### src/rtl/addsub_pipe.sv
// addsub_pipe: pipelined adder-subtractor with valid/ready handshakes on both sides.
// Stage 1 computes result, raw carry, signed overflow and zero from the accepted
// operands; later stages only delay that record. Bubbles collapse toward the
// output so a stalled pipeline is always packed.
// Optional feature macro ADDSUB_SAT_EN: signed saturation of the result in stage 1.
module addsub_pipe #(
  parameter int WIDTH       = 8,
  parameter int PIPE_STAGES = 2
) (
  input  logic             clk,
  input  logic             rst_n,
  input  logic             in_valid,
  output logic             in_ready,
  input  logic [WIDTH-1:0] in1,
  input  logic [WIDTH-1:0] in2,
  input  logic             carry_in,
  input  logic             control,
  output logic             out_valid,
  input  logic             out_ready,
  output logic [WIDTH-1:0] out,
  output logic             carry_out,
  output logic             overflow,
  output logic             zero
);

  // Per-stage record layout: {result, carry_out, overflow, zero}
  localparam int RW = WIDTH + 3;

  logic [WIDTH-1:0]       b_eff;
  logic [WIDTH:0]         sum_full;
  logic [WIDTH-1:0]       raw;
  logic [WIDTH-1:0]       res;
  logic                   ovf_s1;
  logic                   zero_s1;
  logic [RW-1:0]          s1_rec;

  logic [PIPE_STAGES-1:0] valid_q;
  logic [PIPE_STAGES-1:0] valid_d;
  logic [PIPE_STAGES-1:0] load;
  logic                   chain;
  logic [RW-1:0]          data_q [PIPE_STAGES];
  logic [RW-1:0]          data_d [PIPE_STAGES];

  // Stage-1 arithmetic: carry_in is never forced by control, so a true A-B needs carry_in=1.
  always_comb begin
    b_eff    = in2 ^ {WIDTH{control}};
    sum_full = {1'b0, in1} + {1'b0, b_eff} + {{WIDTH{1'b0}}, carry_in};
    raw      = sum_full[WIDTH-1:0];
    ovf_s1   = (in1[WIDTH-1] == b_eff[WIDTH-1]) && (raw[WIDTH-1] != in1[WIDTH-1]);
`ifdef ADDSUB_SAT_EN
    if (ovf_s1) begin
      res = in1[WIDTH-1] ? {1'b1, {(WIDTH-1){1'b0}}} : {1'b0, {(WIDTH-1){1'b1}}};
    end else begin
      res = raw;
    end
`else
    res = raw;
`endif
    zero_s1 = (res == '0);
    s1_rec  = {res, sum_full[WIDTH], ovf_s1, zero_s1};
  end

  // Load enables, walked from the output back: a stage loads if it is empty or its content moves on.
  always_comb begin
    load  = '0;
    chain = out_ready;
    for (int k = PIPE_STAGES - 1; k >= 0; k--) begin
      chain   = !valid_q[k] || chain;
      load[k] = chain;
    end
  end

  // Input handshake: independent of in_valid, held low while in reset.
  always_comb begin
    in_ready = rst_n && load[0];
  end

  // Next-state for valid bits and stage records.
  always_comb begin
    valid_d = valid_q;
    for (int k = 0; k < PIPE_STAGES; k++) begin
      data_d[k] = data_q[k];
    end
    if (load[0]) begin
      valid_d[0] = in_valid;
      if (in_valid) begin
        data_d[0] = s1_rec;
      end
    end
    for (int k = 1; k < PIPE_STAGES; k++) begin
      if (load[k]) begin
        valid_d[k] = valid_q[k-1];
        data_d[k]  = data_q[k-1];
      end
    end
  end

  // Valid bits: only these are reset, so in-flight items vanish immediately.
  always_ff @(posedge clk or negedge rst_n) begin
    if (!rst_n) begin
      valid_q <= '0;
    end else begin
      valid_q <= valid_d;
    end
  end

  // Stage data registers: no reset, qualified by the valid bits.
  always_ff @(posedge clk) begin
    for (int k = 0; k < PIPE_STAGES; k++) begin
      data_q[k] <= data_d[k];
    end
  end

  // Outputs gated by the last valid bit so they read 0 when empty or in reset.
  always_comb begin
    out_valid = valid_q[PIPE_STAGES-1];
    if (out_valid) begin
      {out, carry_out, overflow, zero} = data_q[PIPE_STAGES-1];
    end else begin
      {out, carry_out, overflow, zero} = '0;
    end
  end

endmodule

### config.mk
export PLATFORM = sky130hd
export DESIGN_NAME = addsub_pipe
export DESIGN_NICKNAME = d
export VERILOG_FILES = /design/src/rtl/addsub_pipe.sv
export SDC_FILE = /design/constraint.sdc
export NUM_CORES = 1
export LEC_CHECK = 0
export ABC_AREA = 1
export CAP_MARGIN = 10
export CORE_AREA = 2 2 59 61
export CTS_CLUSTER_DIAMETER = 30
export DETAILED_ROUTE_END_ITERATION = 7
export DIE_AREA = 0 0 61 63
export DONT_BUFFER_PORTS = 1
export PLACE_DENSITY = 0.56
export SLEW_MARGIN = 20
export SYNTH_ARGS = -nofsm -noshare
export SYNTH_HDL_FRONTEND = slang
export SYNTH_SLANG_ARGS = --single-unit
export TNS_END_PERCENT = 100
### constraint.sdc
create_clock -name clk -period 1.7 [get_ports clk]
set_clock_uncertainty 0.1 [all_clocks]
set_input_delay 0.34 -clock clk [delete_from_list [all_inputs] [get_ports clk]]
set_output_delay 0.34 -clock clk [all_outputs]
set_load 0.02 [all_outputs]
# Word level (Yosys, flattened, before mapping)
# Memories as Yosys holds them, arrays and structs flattened.
# Cells that the tools add are included.
# W data, S select, Z words.
[totals]
ramBits = 22
input_bits = 22
reg_bits = 2
n_memories = 1
elab_cells = 22
[op_classes]
muxes = 7
n_reduce_logical = 7
addsub = 2
n_eq_ne = 2
n_bitwise = 1
[mem_list]
columns = ["name", "words", "word_bits", "rd", "rd_clocked_by_memory_dff", "wr", "line", "text"]
rows = [
  ["data_q", 2, 11, 2, 0, 2, "41", "logic [RW-1:0] data_q [PIPE_STAGES];"],
]
[ops]
columns = ["operator", "count"]
rows = [
  ["$mux W11", 3],
  ["$add A8 B8 Y9", 1],
  ["$add A9 B1 Y9", 1],
  ["$logic_not A8 Y1", 1],
  ["$mux W8", 1],
  ["$xor A8 B8 Y8", 1],
  ["$mux W1", 3],
  ["$logic_and A1 B1 Y1", 2],
  ["$logic_not A1 Y1", 2],
  ["$logic_or A1 B1 Y1", 2],
  ["$eq A1 B1 Y1", 1],
  ["$ne A1 B1 Y1", 1],
]

# Longest topological paths before layout
# Gate-level depths: netlist (run 1).
[logic_depth]
word_depth = 7
mapped_depth = 14
mapped_depth_nobuf = 13

# Worst setup path after synthesis (run 1)
# No wires, ideal clock.
[synth_path]
kind = "in2reg"
from = "input control"
to = "memory data_q[0][0] (netlist name), data pin"
path_buffers = 1
setup_ns = 0.251
path_slack_ns = -0.536
path_stages = 11
arrival_time_ns = 1.885
required_time_ns = 1.349
path_cell_list = "buf_2 -> xor2_1 -> fa_1 -> inv_1 -> fa_1 -> nand2_1 -> nor2_1 -> nand3_1 -> nor2_2 -> nand2_1 -> nor2_2"
[synth_lines]
columns = ["item", "line", "text"]
rows = [
  ["start: declaration", "17", "input logic control,"],
  ["end: declaration", "41", ""],
]

==> results.cfg, run 1 <==
[timing]
final.setup.tns_ps = 0
hold_viol = 0
worst_pin_slew_ps = 433
timing.final.crit_share = 0.975
period_minus_slack_ps = 1660
fin_hold_ws_ps = 77.6
layout_setup_ws_ps = 42.2
fmax_mhz = 603
drv_slew = 0
slew_headroom = 0.711
setup_viol = 0
rsz0062_at_grt = yes

[flow_run]
maxCapViolations = 0

[grt]
grtUsageMet3 = 0.00621
grt_pass1_vias = 871
antenna_found_initial = 0
use_met1 = 0.115
grt_pass1_wl_um = 3280
met2_usage = 0.203
gr-max-usage-layer = met2
grt_max_degree = 14
gr-total-overflow = 0
grt_usage = 0.110

[synth]
ys_seq_elements = 24
synth.distinct_cells = 20
syn_inst = 155
synth_area_um2 = 1410
synth_top_cell_by_area = edfxtp_1
yosysWarningCount = 0
ys_seq_area_frac = 0.506
synth_nets = 186
syn_area_per_cell_um2 = 9.07
synth_area_leaders = edfxtp_1, nand2_1, inv_1
synth_top_area_share = 0.470

[route]
first_iter_violations = 10
vias = 904
firstDrtPassIters = 3
via_per_inst = 4.26
ant_nets = 0
drt_wl_total_um = 1780
drc = 0
wl_per_cell_um = 8.40

[finish]
final_common_cell = nand2_1
final_nets = 198
layout_common_cells = nand2_1, inv_1, edfxtp_1, nand2_2, buf_4
fin_util = 0.490
syn2layout_area_growth_pct = 12.6
diodes = 0
fin_cells = 212
seq_area_um2 = 711
multi_input_area_um2 = 583
drive_gt1_frac = 0.229
fill_cells = 323

[clocking]
cts_made_buffers = 3
clk_latency_ps = 290
clkTransAtPathRegs_ps = 110
clock_path_buffers = 2
h-tree-depth = 1
cts_sinks = 24
post-cts-setup-buffers = 0
cts_tree = yes
cts_root_buffer = clkbuf_4

[placed_design]
dp.final_hpwl_um = 1540
dpl.cell_count = 207
port-buffer-count = 0
post-place-ws_ps = -333
place.gp.congestion = 0.745

[worst_setup_path]
r2r_slack_ps = 350
path_class = in2reg
reg2reg_to = data_q[0][10]$_DFFE_PP_
critPathMaxFanout = 2
crit_arrival_ps = 1630
critPathLaunchType = input port
r2r_start = valid_q[1]$_DFFE_PN0P_
r2r_cells = 3
critical_path_required_ps = 1670
end_kind = flip-flop

[outcome]
status = finished, final reports clean

[floorplanning]
row_count = 21
die_x_um = 61
initial_utilization = 0.435
die_y_um = 63
dieArea_um2 = 3840
ioPinCount = 35
coreArea_um2 = 3230

[power]
vdd_drop_max_uv = 293
cellLeakagePower_nw = 0.802
p_per_area_nw_per_um2 = 930

[hold_path]
holdCritPathClass = in2reg
hp-start = in_valid
min_to = valid_q[0]$_DFFE_PN0N_
whs_path_depth = 2
==> state kept, by name (all words and copies together) (netlist names) <==
name,flops
data_q,22
valid_q,2
==> report_power, final <==
group | total [mW] | leakage (nW) | internal, mW | switching [mW]
Combinational | 0.462 | 0.547 | 0.166 | 0.295
Clock | 0.233 | 0.0150 | 0.0912 | 0.141
Sequential | 0.777 | 0.240 | 0.756 | 0.0210
==> through the flow <==
stage | total power [mW] | cell area, um^2
final | 1.47 | 1580
after global routing | 1.60 | 1580
after CTS | 1.48 | 1560
after detailed placement | 1.24 | 1530
after global placement | 1.24 | 1530
after floorplan | 1.16 | 1430
==> how the worst max path moves through the flow <==
stage	start	slack, ps	end	cells after the start
final	in2[0]	40	data_q[0][0]$_DFFE_PP_	10
after CTS	in2[0]	10	data_q[0][0]$_DFFE_PP_	13
after floorplan	control	-390	data_q[0][0]$_DFFE_PP_	11
after detailed placement	in2[0]	-330	data_q[0][0]$_DFFE_PP_	13
after global placement	in2[0]	-320	data_q[0][0]$_DFFE_PP_	10
after global routing	in2[0]	-30	data_q[0][0]$_DFFE_PP_	13
==> synth_stat cells <==
cell and n:
nand2_2 8, nand3_1 8, dfrtp_1 2, a21oi_1 2, ha_1 7, inv_2 1, buf_2 1, edfxtp_1 22
xnor2_1 1, nand2_1 44, or2_1 1, nor2_1 5, fa_1 2, xor2_1 7, nand3b_1 2, inv_1 35
nand3_2 2, nor2_2 3, clkbuf_1 1, a21oi_2 1
==> layer usage <==
| metal | share of wire | wire [um] |
|---|---|---|
| met4 | 0.015 | 27 |
| met5 | 0 | 0 |
| met3 | 0.026 | 47 |
| met1 | 0.43 | 758 |
| met2 | 0.53 | 946 |
==> logic make-up (layout without fill, tap and decap cells) <==
| family | Yosys count | count (layout) | synth area share |
|---|---|---|---|
| AOI/OAI and AO/OA | 3 | 3 | 0.0134 |
| xor gates and xnor gates | 8 | 8 | 0.0499 |
| DFF | 24 | 24 | 0.506 |
| and+or+nand+nor | 73 | 73 | 0.238 |
| buffers and inverters | 38 | 49 | 0.102 |
| adders and majority gates | 9 | 9 | 0.0908 |
==> worst max-delay path, stage by stage <==
cell and delay, ps:
xor2_2 150, fa_2 340, inv_2 60, fa_2 420, nand2_1 70, nor2_1 40, nand3_1 70, nor2_2 40
nand2_1 60, nor2_2 40
==> what timing repair did <==
action | CTS | global route
endpoints found under the setup margin | 0 | 3
resized for setup | 0 | 7
hold buffers | 1 | 0
hold endpoints to repair | 2 | 0
==> final cells by class <==
cell class	instances	share of cell area
clock buffer	4	0.0166
inverter	36	0.0854
multi-input combinational	93	0.368
sequential	24	0.449
tap	46	0.0364
timing repair buffer	9	0.0443
Note: power is estimated with default switching activity, not from simulation.
==> inputs of run 2 (changes only) <==
ABC_AREA = not set   (was 1)
CORE_AREA = 2 2 57 59   (was 2 2 59 61)
DIE_AREA = 0 0 59 61   (was 0 0 61 63)
==> run 2 against run 1 <==
The run now ends with setup timing left. Utilization is 7.6 points higher. Via count shrank 6.7%. Final cell count is 22% lower. Register-to-register slack improved by 50 ps. Synthesized cell count fell by 32%. Design area increased by 5.5%. Synthesized area down 6.8%. Clock-buffer cell count shrank 1. Clock power is 69% higher. Critical path type unchanged. Largest cell class unchanged. Largest power group unchanged.
==> results.cfg, run 2 <==
[outcome]
status = finished with violations
violations = setup timing

[hold_path]
holdCritPathClass = in2reg

[synth]
synthArstFlopShare = 0.0833
synthMuxAreaShare = 0.00860
synth_compound_gate_area_share = 0.0984
synth_flop_cell = edfxtp_1
synth_top_area_share = 0.504
synth-xor-area-share = 0.0735
yosysWarningCount = 0
yosys.area_share.simple = 0.154
synthAdderAreaFrac = 0.0974
synth.distinct_cells = 32
syn_inst = 105
synth_nets = 136
synth_top_cell_by_area = edfxtp_1
synth_area_leaders = edfxtp_1, ha_1, and2_1
synth_most_common_cell = edfxtp_1
synth_area_um2 = 1310
syn_area_per_cell_um2 = 12.5
ys_seq_elements = 24
synth_edf_count = 22
ys_top_cells_by_count = edfxtp_1, and2_1, xor2_1, ha_1, inv_1
ys_seq_area_frac = 0.543
synth_top_family_by_area = simple AND/OR/NAND/NOR gates

[route]
drt_wl_total_um = 1960
drc = 0
wl_per_cell_um = 11.9
vias = 843
firstDrtPassIters = 4
via_per_inst = 5.11
ant_nets = 0
first_iter_violations = 10

[power]
power.internal_mw = 1.23
fin_total_pwr_mw = 1.65
p_seq_frac = 0.463
p_clk_frac = 0.239
cellLeakagePower_nw = 0.679
p_per_area_nw_per_um2 = 987
vdd_drop_max_uv = 328
swShare = 0.255
switchingPower_uw = 420
comb_power_share = 0.298

[clocking]
cts_tree = yes
clock_path_buffers = 2
cts_sinks = 24
cts_made_buffers = 3
clkTransAtPathRegs_ps = 120
cts_root_buffer = clkbuf_4
h-tree-depth = 1
clk_latency_ps = 300

[floorplanning]
die_x_um = 59
initial_utilization = 0.444
row_count = 20
die_y_um = 61
coreArea_um2 = 2950
dieArea_um2 = 3600
ioPinCount = 35

[timing]
timing.final.crit_share = 1.12
rsz0062_at_grt = yes
layout_setup_ws_ps = -208
worst_pin_slew_ps = 521
drv_slew = 0
period_minus_slack_ps = 1910
slew_headroom = 0.653
fmax_mhz = 524
setup_viol = 6
hold_viol = 0

[finish]
final_nets = 164
multi_input_area_um2 = 643
largest_register_ffs = 22
seq_area_um2 = 712
reg_top3 = data_q x22, valid_q x2
drive_gt1_frac = 0.348
diodes = 0
top_register = data_q
final_common_cell = buf_4
syn2layout_area_growth_pct = 27.4
layout_common_cells = buf_4, edfxtp_1, and2_1, xor2_1
fin_cells = 165
fill_cells = 276

[worst_setup_path]
end_kind = flip-flop
critPathLaunchType = input port
crit_arrival_ps = 1870
critPathMaxFanout = 3
path_class = in2reg
critical_path_required_ps = 1660

[placed_design]
dpl.cell_count = 154
place.gp.congestion = 0.792
dp.final_hpwl_um = 1560
port-buffer-count = 0

[grt]
grt_pass1_wl_um = 3200
grt_pass1_vias = 802
grt_max_degree = 15
antenna_found_initial = 0
grt_usage = 0.118
gr-total-overflow = 0

[flow_run]
maxCapViolations = 0
-- run 2: cell count changes after synthesis, moves of 3 or more --
cell | previous run | this run
nand2_1 | 44 | 1
inv_1 | 35 | 7
and2_1 | 0 | 13
nand2_2 | 8 | 0
nand3_1 | 8 | 0
nand2b_1 | 0 | 4
nor3_1 | 0 | 4
o21ai_0 | 0 | 4
nor2_2 | 3 | 0
-- run 2: worst paths after layout --
| check | slack [ps] | depth (start not counted) | startpoint | end |
|---|---|---|---|---|
| min | 30 | 1 | in_valid | valid_q[0]$_DFFE_PN0N_ |
| max | -210 | 9 | in2[0] | data_q[0][0]$_DFFE_PP_ |
| min reg2reg | 330 | 0 | data_q[0][0]$_DFFE_PP_ | data_q[0][11]$_DFFE_PP_ |
| max reg2reg | 400 | 1 | valid_q[1]$_DFFE_PN0P_ | data_q[0][16]$_DFFE_PP_ |
| min in group asynchronous | 150 | 1 | rst_n | valid_q[1]$_DFFE_PN0P_ |
| max in group asynchronous | 1200 | 1 | rst_n | valid_q[1]$_DFFE_PN0P_ |
-- run 2: repair_timing --
action | CTS | global route
hold buffers | 1 | 0
setup buffers | 2 | 4
pin swaps | 4 | 6
endpoints found under the setup margin | 7 | 7
resized for setup | 4 | 5
hold endpoints to repair | 2 | 0
-- run 2: kinds of logic (layout without fill, tap and decap cells) --
group,count (synthesis),in the layout
flip-flops,24,24
adder cells (fa/ha/maj),9,9
buffers and inverters,9,36
AO/OA/AOI/OAI,18,18
multiplexers,1,1
XOR/XNOR,11,11
AND/OR/NAND/NOR,33,33
-- run 2: stage by stage --
stage	setup TNS (ps)	hold WS [ps]	worst slack (ps)	cell area, um^2	utilization
finish	-890	33.3	-208	1670	0.565
CTS	-902	20.1	-215	1600	0.542
global route	-1190	21.9	-263	1670	0.565
detailed placement	-3420	-55.5	-578	1510	0.512
floorplan	-3690	-55.6	-599	1370	-
global placement	-3230	-55.5	-541	1510	0.512
-- run 2: power by group through the flow --
stage,registers [mW],clock network (mW),logic (mW)
2_1_floorplan,0.773,0,0.327
3_3_place_gp,0.776,0,0.434
3_5_place_dp,0.780,0,0.442
4_1_cts,0.766,0.407,0.467
5_1_grt,0.771,0.426,0.545
6_report,0.763,0.393,0.492
-- run 2: layout make-up --
class | count | share of cell area
Tap cell | 33 | 0.0247
Clock inverter | 1 | 0.0180
Sequential cell | 24 | 0.427
Inverter | 7 | 0.0157
Multi-Input combinational cell | 72 | 0.385
Clock buffer | 3 | 0.0135
Timing Repair Buffer | 25 | 0.116
-- run 2: layer usage --
metal  GRT usage  part of all wire  routed length, um
met1       0.133              0.43                843
met2       0.211              0.52               1020
met3      0.0149             0.038                 75
met4      0.0779            0.0072                 14
met5           0                 0                  0
-- run 2: worst max-delay path, cell delays in order --
cell and delay [ps]:
xor2_2 150, fa_2 370, inv_2 70, fa_2 210, nor2b_2 60, o31a_1 280, o21a_1 210, nor2_2 120
nor4_2 60
